**src/rtl/noc_vc_fifo.sv**
```systemverilog
// Multi-VC input buffer: NUM_VC independent FWFT queues behind one write and one read port, with per-VC TAIL counting.
// Optional PARITY_CHECK_EN adds a sticky even-parity check on accepted writes; otherwise parity_err is tied low.
module noc_vc_fifo #(
  parameter int DATA_WIDTH = 32,
  parameter int DEPTH      = 4,
  parameter int NUM_VC     = 2,
  parameter int VC_IDX_W   = 1
) (
  input  logic                  clk,
  input  logic                  rst,
  input  logic                  wr_en,
  input  logic [VC_IDX_W-1:0]   wr_vc,
  input  logic [DATA_WIDTH-1:0] data_in,
  input  logic                  rd_en,
  input  logic [VC_IDX_W-1:0]   rd_vc,
  output logic [DATA_WIDTH-1:0] data_out,
  output logic [NUM_VC-1:0]     empty,
  output logic [NUM_VC-1:0]     ready_out,
  output logic [NUM_VC-1:0]     pkt_avail,
  output logic                  err_ovf,
  output logic                  err_udf,
  output logic                  parity_err
);

  localparam int PW = $clog2(DEPTH);
  localparam int CW = PW + 1;
  localparam logic [CW-1:0] FULL = CW'(DEPTH);
  localparam logic [2:0] TYPE_TAIL = 3'b100;

  logic [DATA_WIDTH-1:0] mem_q [NUM_VC][DEPTH];
  logic [PW-1:0] wr_ptr_q [NUM_VC];
  logic [PW-1:0] wr_ptr_d [NUM_VC];
  logic [PW-1:0] rd_ptr_q [NUM_VC];
  logic [PW-1:0] rd_ptr_d [NUM_VC];
  logic [CW-1:0] count_q  [NUM_VC];
  logic [CW-1:0] count_d  [NUM_VC];
  logic [CW-1:0] tail_q   [NUM_VC];
  logic [CW-1:0] tail_d   [NUM_VC];
  logic          ovf_q, ovf_d, udf_q, udf_d;

  logic                  wr_vc_ok, rd_vc_ok, wr_ok, rd_ok, rd_has;
  logic                  wr_tail, rd_tail;
  logic [DATA_WIDTH-1:0] head;

  // Out-of-range VC selects fall through to rejection and raise the error flag.
  assign wr_vc_ok = (32'(wr_vc) < NUM_VC);
  assign rd_vc_ok = (32'(rd_vc) < NUM_VC);
  assign wr_ok    = wr_en && wr_vc_ok && (count_q[wr_vc] != FULL);
  assign rd_has   = rd_vc_ok && (count_q[rd_vc] != '0);
  assign rd_ok    = rd_en && rd_has;
  assign head     = mem_q[rd_vc][rd_ptr_q[rd_vc]];
  assign data_out = rd_has ? head : '0;
  assign wr_tail  = (data_in[DATA_WIDTH-1 -: 3] == TYPE_TAIL);
  assign rd_tail  = (head[DATA_WIDTH-1 -: 3] == TYPE_TAIL);

  always_comb begin
    for (int v = 0; v < NUM_VC; v++) begin
      logic w, r;
      w = wr_ok && (wr_vc == VC_IDX_W'(v));
      r = rd_ok && (rd_vc == VC_IDX_W'(v));
      wr_ptr_d[v] = wr_ptr_q[v] + (w ? PW'(1) : PW'(0));
      rd_ptr_d[v] = rd_ptr_q[v] + (r ? PW'(1) : PW'(0));
      count_d[v]  = count_q[v] + CW'(w) - CW'(r);
      tail_d[v]   = tail_q[v] + CW'(w && wr_tail) - CW'(r && rd_tail);
    end
    ovf_d = ovf_q | (wr_en & ~wr_ok);
    udf_d = udf_q | (rd_en & ~rd_ok);
  end

  always_ff @(posedge clk or posedge rst) begin
    if (rst) begin
      for (int v = 0; v < NUM_VC; v++) begin
        wr_ptr_q[v] <= '0;
        rd_ptr_q[v] <= '0;
        count_q[v]  <= '0;
        tail_q[v]   <= '0;
      end
      ovf_q <= 1'b0;
      udf_q <= 1'b0;
    end else begin
      for (int v = 0; v < NUM_VC; v++) begin
        wr_ptr_q[v] <= wr_ptr_d[v];
        rd_ptr_q[v] <= rd_ptr_d[v];
        count_q[v]  <= count_d[v];
        tail_q[v]   <= tail_d[v];
      end
      ovf_q <= ovf_d;
      udf_q <= udf_d;
    end
  end

  // Storage is not reset; cleared pointers make stale entries unreachable.
  always_ff @(posedge clk) begin
    if (wr_ok) mem_q[wr_vc][wr_ptr_q[wr_vc]] <= data_in;
  end

  always_comb begin
    for (int v = 0; v < NUM_VC; v++) begin
      empty[v]     = (count_q[v] == '0);
      ready_out[v] = (count_q[v] != FULL);
      pkt_avail[v] = (tail_q[v] != '0);
    end
  end

  assign err_ovf = ovf_q;
  assign err_udf = udf_q;

`ifdef PARITY_CHECK_EN
  logic par_q, par_d;
  assign par_d = par_q | (wr_ok & (^data_in));
  always_ff @(posedge clk or posedge rst) begin
    if (rst) par_q <= 1'b0;
    else     par_q <= par_d;
  end
  assign parity_err = par_q;
`else
  assign parity_err = 1'b0;
`endif

endmodule

```
**config.mk**
```make
export PLATFORM = sky130hd
export DESIGN_NAME = noc_vc_fifo
export DESIGN_NICKNAME = d
export VERILOG_FILES = /design/src/rtl/noc_vc_fifo.sv
export SDC_FILE = /design/constraint.sdc
export NUM_CORES = 1
export LEC_CHECK = 0
export ABC_CLOCK_PERIOD_IN_PS = 3500
export CORE_UTILIZATION = 25
export DETAILED_ROUTE_END_ITERATION = 7
export PLACE_DENSITY = 0.5
export SLEW_MARGIN = 20
export SYNTH_ARGS = -nofsm -noshare
export SYNTH_HDL_FRONTEND = slang
export SYNTH_SLANG_ARGS = --single-unit
export TNS_END_PERCENT = 30
```
**constraint.sdc**
```tcl
create_clock -name clk -period 3.5 [get_ports clk]
set_clock_uncertainty 0.15 [all_clocks]
set_input_delay 0.7 -clock clk [delete_from_list [all_inputs] [get_ports clk]]
set_output_delay 0.7 -clock clk [all_outputs]
set_load 0.005 [all_outputs]
```
Word level (Yosys, flattened, before mapping)
Memory sizes are Yosys's and may differ from the RTL's.
Index checks and enable logic that the tools add are counted.

word-level totals
  input bits = 38
  flip-flop bits (word level) = 22
  memory bits (writable) = 256
  word-level logic and storage cells = 85
  memories kept = 1

memory list
  memory  depth  width  read ports  clocked after memory_dff  wr ports  RTL line  RTL
  mem_q   2      128    1           0                         1         30        logic [DATA_WIDTH-1:0] mem_q [NUM_VC][DEPTH];

cells by class
  reductions and logical operators = 16
  bitwise operators = 12
  add/subtract/negate cells = 12
  mux-type cells = 24
  $lt $le $gt $ge = 5
  eq/ne operators = 5

operators by type and width
  cell                                                                          number
  128-bit two-way mux                                                           1
  32-bit two-way mux                                                            4
  32-bit binary-select mux with 2-bit select                                    1
  32-bit demux with 2-bit select                                                1
  3-bit two-way mux                                                             6
  3-bit by 1-bit adder with 3-bit output                                        4
  2-bit two-way mux                                                             6
  3-bit by 1-bit subtractor with 3-bit output                                   4
  1-bit logical AND                                                             11
  3-bit != test, second input constant                                          3
  3-bit nonzero test                                                            3
  2-bit by 1-bit adder with 2-bit output                                        4
  3-bit equality test, second input constant                                    2
  3-bit greater-or-equal comparator, second input constant                      2
  3-bit zero test                                                               2
  2-bit inverter with 3-bit output                                              2
  1-bit two-way mux                                                             5
  2-bit greater-or-equal comparator, second input constant                      2
  1-bit inverter                                                                4
  1-bit inverter with 2-bit output                                              2
  3-bit by 1-bit less-than comparator with 1-bit output, second input constant  1
  1-bit bitwise AND                                                             2
  1-bit bitwise OR                                                              2

Logic depth before layout (Yosys ltp)
Gate-level depths: netlist of run 1.

  depth after elaboration = 11
  gate-level depth with buffers = 14
  depth with buffers taken out = 11

Worst setup path before layout of run 1
Ideal clock, no wire load.

  path kind = input-to-reg
  start point = input wr_vc
  end point = memory mem_q[0][100] (netlist name) (enable)
  stages on the path = 5
  slack = -0.729 ns
  library setup time = 0.461 ns
  required time = 2.889 ns
  data arrival time = 3.618 ns
  cells stage by stage = clkbuf_1 inv_1 nor3b_1 o21ai_0 nor3_1

between the ends
  cells in the longest elaborated chain, start to end = 10

RTL lines
  what                                                                                                                              RTL line  RTL
  start, declared                                                                                                                   12        input logic [VC_IDX_W-1:0] wr_vc,
  1-bit inverter with 2-bit output (implied by the code)                                                                            48, 94
  2-bit two-way mux (implied by the code) (3 in a row)                                                                              94        if (wr_ok) mem_q[wr_vc][wr_ptr_q[wr_vc]] <= data_in;
  2-bit inverter with 3-bit output (implied by the code)                                                                            94
  3-bit greater-or-equal comparator (implied by the code) or 3-bit by 1-bit less-than comparator with 1-bit output (tied branches)  94
  1-bit logical AND (implied by the code)                                                                                           94
  32-bit two-way mux (implied by the code)                                                                                          94
  32-bit demux with 2-bit select                                                                                                    94
  128-bit two-way mux (implied by the code)                                                                                         94
  end, declared                                                                                                                     30

Parallel ways exist; a longest one is shown, timed or not. The select of a mux whose other input is x is not followed.

Worst setup path in the final report of run 1
  start point = register rd_ptr_q[0] (netlist name)
  end point = output data_out[21]

between the ends
  cells in the longest elaborated chain, start to end = 8

RTL lines
  what                                                    RTL line  RTL
  start, declared                                         33        logic [PW-1:0] rd_ptr_q [NUM_VC];
  start signal, assigned by index                         83        rd_ptr_q[v] <= rd_ptr_d[v];
  2-bit two-way mux (implied by the code) (3 in a row)    51        assign head = mem_q[rd_vc][rd_ptr_q[rd_vc]];
  2-bit inverter with 3-bit output (implied by the code)  51
  32-bit binary-select mux with 2-bit select              51
  32-bit two-way mux (implied by the code) (2 in a row)   51
  32-bit two-way mux                                      52        assign data_out = rd_has ? head : '0;
  end, declared                                           16        output logic [DATA_WIDTH-1:0] data_out,

No other way between the ends. The select of a mux whose other input is x is not followed.

==> impl_metrics.tcl, run 1 <==
set metrics [dict create \
    outcome "complete, no violations" \
    finalWeightedCongestion 0.722 \
    dr_total_vias 5286 \
    synthTopCellsByArea "edfxtp_1 (71%), mux4_2 (12%), dfrtp_1 (5.1%)" \
    htree_levels 1 \
    synth_adder_area_share 0.0144 \
    numClockSinks 278 \
    io_buffers 77 \
    holdPathStages 1 \
    track_usage 0.108 \
    synth_most_common_cell "edfxtp_1" \
    core.rowCount 75 \
    area_growth_pct 28.4 \
    ys_warn_count 0 \
    drv_cap 0 \
    finalPower_mw 10.6 \
    max_freq_mhz 291 \
    placed_cells 1172 \
    synth_compound_area_frac 0.0329 \
    ys_types 37 \
    dr.first_iter.drc_count 271 \
    syn_area_mm2 0.0108 \
    cts_tree "yes" \
    grt_start_max_net_pins 33 \
    slowest_delay_ps 450 \
    grt_first_pass_wirelength_um 35900 \
    layout-drive-gt1-share 0.259 \
    path_class "flip-flop to output port" \
    max-clock-path-buffers 3 \
    start_util 0.255 \
    final_cells 1230 \
    first_pass_iters 4 \
    startpoint "rd_ptr_q[0]$_DFF_PP0_" \
    synth_flop_cell "edfxtp_1" \
    grt-ovfl-total 0 \
    r2r_cells 12 \
    vdd_drop_max_mv 0.385 \
    finalWirelength_um 23500 \
    layout.nets 678 \
    async_reset_ff_frac 0.0791 \
    drc 0 \
    arrival_ps 2580 \
    synthMuxAreaShare 0.136 \
    insertion_delay_ps 550 \
    ys_ff_latch 278 \
    antenna_found_initial 1 \
    vias_per_cell 4.30 \
    wl_per_cell_um 19.1 \
    leakage_nw 4.59 \
    syn-num-nets 553 \
    yosys.area_share.simple 0.0217 \
    cts.clk_slew.worst_paths_ps 60 \
    synth_top_family_by_area "multiplexers" \
    path_max_fanout 31 \
    hold_violations 0 \
    syn_avg_cell_area_um2 21.4 \
    drtAntennaViolNets 0 \
    path_cells "mux2_4 -> buf_12 -> mux4_2 -> a22o_1 -> clkdlybuf4s50_1" \
    worstPathRequired_ps 2650 \
    die_w_um 210 \
    hp-start "err_ovf$_DFF_PP0_" \
    maxSlewHeadroom 0.316 \
    hold_path_class "flip-flop to flip-flop" \
    cts_buffers 30 \
    diodes 0 \
    fp.dieH_um 210 \
    grt_pass1_vias 5847 \
    die-area_mm2 0.0441 \
    hpwl_um 14300 \
    synth_top_area_share 0.712 \
    p_per_area_mw_per_mm2 765 \
    cp-end-kind "output port" \
    synthCells 505 \
    timing.rr.start "rd_ptr_q[3]$_DFF_PP0_" \
    start_kind "flip-flop" \
    coreArea_mm2 0.0423 \
    synthTopCellsByCount "edfxtp_1 (256), mux4_2 (59), a22o_1 (30)" \
    fin_crit_sh 0.980 \
    grt_setup_unrepaired "no" \
    clockRootBuffer "clkbuf_16" \
    worst_pin_slew_ps 1020 \
    setup_viol 0 \
    synth-edff-count 256 \
    yosysTopAreaCell "edfxtp_1" \
    synthXorXnorAreaFrac 0.0138 \
    synth_seq_area_share 0.762 \
    fin_setup_tns_ps 0 \
    io_pins 79 \
    slew_violations 0 \
    slowest_stage "dfrtp_2" \
    utilization 0.328 \
    post-route-min-period_ps 3430 \
]
## metal layers
layer | wire length, um | global-route usage | vias up | part of all wire
met1 | 10100 | 0.138 | 2815 | 0.43
met2 | 12000 | 0.189 | 98 | 0.51
met4 | 533 | 0.0292 | 2 | 0.023
li1 | - | - | 2330 | -
met5 | 12 | 0 | - | 0.00051
met3 | 952 | 0.0196 | 41 | 0.040
## flip-flops by register name, summed over array words and instances, names as in the netlist
register / flops
count_q: 6
err_ovf: 1
err_udf: 1
mem_q: 256
rd_ptr_q: 4
tail_q: 6
wr_ptr_q: 4
## cells in the final DEF, fill, tap and decap left out, types with 7 or more instances in the layout
master and count:
dfrtp_1 21, clkbuf_16 31, clkdlybuf4s50_1 71, buf_4 19
nor2_4 8, a22o_1 27, inv_1 14, edfxtp_1 256
mux4_2 59, xnor2_1 12, mux2i_1 7, nand2_1 9
buf_12 20
## path summary, 6_finish.rpt
| kind | endpoint | slack (ps) |
|---|---|---|
| min in group asynchronous | count_q[1]$_DFF_PP0_ | 480 |
| hold reg to reg | err_ovf$_DFF_PP0_ | 330 |
| hold / removal | err_ovf$_DFF_PP0_ | 330 |
| setup / recovery | data_out[21] | 70 |
| setup reg to reg | tail_q[5]$_DFF_PP0_ | 490 |
| max in group asynchronous | rd_ptr_q[0]$_DFF_PP0_ | 2160 |
## final cells by class
| class | count | area, um2 |
|---|---|---|
| Fill cell | 4018 | 28400 |
| Sequential cell | 278 | 8240 |
| Multi-Input combinational cell | 188 | 2490 |
| Timing Repair Buffer | 117 | 1340 |
| Clock buffer | 34 | 787 |
| Tap cell | 577 | 722 |
| Clock inverter | 21 | 246 |
| Inverter | 15 | 56.3 |
## kinds of logic (layout without fill, tap and decap cells)
| kind of cell | Yosys count | in the layout |
|---|---|---|
| multiplexers | 71 | 71 |
| other | 1 | 1 |
| adder cells (fa/ha/maj) | 10 | 10 |
| XOR/XNOR | 17 | 17 |
| AND/OR/NAND/NOR | 45 | 45 |
| buffers and inverters | 39 | 187 |
| flip-flops | 278 | 278 |
| AO/OA/AOI/OAI | 44 | 44 |
## per-stage QoR
stage                     setup slack, ps  instance area (um2)  hold slack, ps
after floorplan                      -618                10800             289
after global placement               6.08                12800             303
after detailed placement            -61.0                12800             325
after CTS                            3.90                13800             340
after global routing                 3.70                13900             341
final                                68.5                13900             331
## worst max-delay path: cells and delay by family, from the launching register on
family          cells  cell delay, ps
mux                 2             640
compound gates      1             280
flops               1             450
buf+inv             2             640
## power breakdown
group | internal [mW] | total (mW) | switching [mW]
Sequential | 4.06 | 4.25 | 0.189
Clock | 1.98 | 3.25 | 1.27
Combinational | 1.67 | 3.11 | 1.44
Total | 7.71 | 10.6 | 2.90
## timing repair
item                       in CTS  in global routing
buffers inserted                3                  0
hold buffers                    0                  0
setup endpoints to repair      29                 21
resized for setup               6                  9
Power figures use the tool's default switching activity.
==> run 2: changes to the inputs <==
--- a/config.mk
+++ b/config.mk
@@ -6,6 +6,8 @@
 export NUM_CORES = 1
 export LEC_CHECK = 0
 export ABC_CLOCK_PERIOD_IN_PS = 3500
+export CAP_MARGIN = 5
+export CORE_MARGIN = 2
 export CORE_UTILIZATION = 25
 export DETAILED_ROUTE_END_ITERATION = 7
 export PLACE_DENSITY = 0.5
==> run 2 against run 1 <==
- design area fell by 1.0%
- largest power group unchanged
- clock power decreased by 9.5%
- highest routed layer is now met4
- critical endpoint is now data_out[19]
- sequential share of layout area grew 0.62 points
- setup slack lost 2.4 ps
==> impl_metrics.tcl, run 2 (synthesized netlist as in run 1, its figures left out) <==
set metrics [dict create \
    numClockSinks 278 \
    cts_tree "yes" \
    hpwl_um 14600 \
    hold_path_class "flip-flop to flip-flop" \
    power_frac_clock 0.285 \
    hold_buffers 0 \
    htree_levels 1 \
    first_pass_iters 4 \
    dr.first_iter.drc_count 318 \
    cts.clk_slew.worst_paths_ps 60 \
    core.rowCount 76 \
    track_usage 0.109 \
    mostFrequentLayoutCell "edfxtp_1" \
    start_util 0.252 \
    worstPathRequired_ps 2650 \
    whs_endpoint "err_ovf$_DFF_PP0_" \
    p_per_area_mw_per_mm2 749 \
    grt_first_pass_wirelength_um 36500 \
    vias_per_cell 4.22 \
    final_area_mm2 0.0137 \
    max_freq_mhz 291 \
    finalWirelength_um 24400 \
    placed_area_mm2 0.0127 \
    layout.nets 681 \
    fin_ws_ps 66.1 \
    rr_endpoint "tail_q[5]$_DFF_PP0_" \
    area_growth_pct 27.1 \
    start_kind "input port" \
    final_cells 1240 \
    worst_pin_slew_ps 830 \
    finalWeightedCongestion 0.695 \
    path_max_fanout 31 \
    dp_slack_ps -78.9 \
    fin_setup_tns_ps 0 \
    drc 0 \
    grt.busiest_layer "met2" \
    post-route-min-period_ps 3430 \
    max-clock-path-buffers 3 \
    timing.rr.start "rd_ptr_q[3]$_DFF_PP0_" \
    maxSlewHeadroom 0.446 \
    setup_viol 0 \
    intPower_mw 7.40 \
    insertion_delay_ps 540 \
    diodes 0 \
    use_met1 0.141 \
    slowest_delay_ps 440 \
    holdPathStages 1 \
    largest_register_ff_count 256 \
    grt_setup_unrepaired "no" \
    slew_violations 0 \
    fp.dieH_um 212 \
    slowest_stage "clkdlybuf4s50_1" \
    p_switching_mw 2.89 \
    die_w_um 212 \
    arrival_ps 2580 \
    hp-start "err_ovf$_DFF_PP0_" \
    leakage_nw 4.55 \
    worst_path_most_repeated_cell "buf_4" \
    wl_per_cell_um 19.6 \
    utilization 0.320 \
    cp-end-kind "output port" \
    cts_buffers 29 \
    mostFrequentLayoutCells "edfxtp_1 (256), clkdlybuf4s50_1 (70), mux4_2 (59), clkbuf_16 (29), buf_4 (28)" \
    outcome "complete, no violations" \
    hold_violations 0 \
    grtUsageMet3 0.0267 \
    rrSetupSlack_ps 500 \
    r2r_cells 11 \
    path_cells "buf_4 -> buf_4 -> mux2_4 -> buf_12 -> mux4_2 -> a22o_4 -> clkdlybuf4s50_1" \
    drtAntennaViolNets 0 \
    fin_crit_sh 0.981 \
    layout-drive-gt1-share 0.263 \
    combPwrFrac 0.302 \
    drv_cap 0 \
    vdd_drop_max_mv 0.326 \
    grt_pass1_vias 5785 \
    swShare 0.281 \
    grt_use_met2 0.187 \
    path_class "input port to output port" \
    io_pins 79 \
    antenna_found_initial 0 \
    grt-ovfl-total 0 \
    io_buffers 77 \
    coreArea_mm2 0.0429 \
    clockRootBuffer "clkbuf_16" \
    placed_cells 1186 \
    die-area_mm2 0.0449 \
    seqPwrFrac 0.413 \
    grt_start_max_net_pins 33 \
    dr_total_vias 5232 \
]
## run 2: stage by stage
step	total power [mW]	hold slack, ps
after floorplan	5.75	289
after global placement	7.42	294
after detailed placement	7.44	301
after CTS	10.5	316
after global routing	10.8	346
final	10.3	309
## run 2: cell type report
type,count,area (um2)
Fill cell,4100,29100
Timing Repair Buffer,121,1300
Clock buffer,35,758
Multi-Input combinational cell,188,2500
Clock inverter,18,153
Inverter,15,56.3
Tap cell,585,732
Sequential cell,278,8240
## run 2: worst max-delay path: cells and delay by family
kind            cells  cell delay (ps)
compound gates      1              280
mux                 2              650
buf+inv             4              930
## run 2: metal layers
metal	up-vias	share of wire	routed length (um)
li1	2332	-	-
met1	2765	0.44	10800
met2	104	0.49	12000
met3	31	0.050	1230
met4	0	0.013	315
met5	-	0	0
## run 2: worst max-delay path by stage
| stage | startpoint | endpoint | slack (ps) |
|---|---|---|---|
| finish | rd_vc | data_out[19] | 70 |
| global route | count_q[2]$_DFF_PP0_ | data_out[17] | 9 |
| CTS | count_q[0]$_DFF_PP0_ | data_out[20] | -5 |
| detailed placement | rd_vc | tail_q[5]$_DFF_PP0_ | -80 |
| global placement | rd_vc | tail_q[2]$_DFF_PP0_ | -110 |
| floorplan | wr_vc | mem_q[0][32]$_DFFE_PP_ | -620 |
## run 2: power groups by stage
stage | Sequential, mW | Combinational, mW | Clock (mW)
global route | 4.28 | 3.38 | 3.17
finish | 4.25 | 3.11 | 2.94
global placement | 4.31 | 3.11 | 0
CTS | 4.24 | 3.20 | 3.03
detailed placement | 4.32 | 3.12 | 0
floorplan | 4.27 | 1.48 | 0
## run 2: what timing repair did
action / CTS / global route
setup buffers: 1 / 0
resized for setup: 8 / 12
pin swaps: 2 / 1
endpoints found under the setup margin: 29 / 30
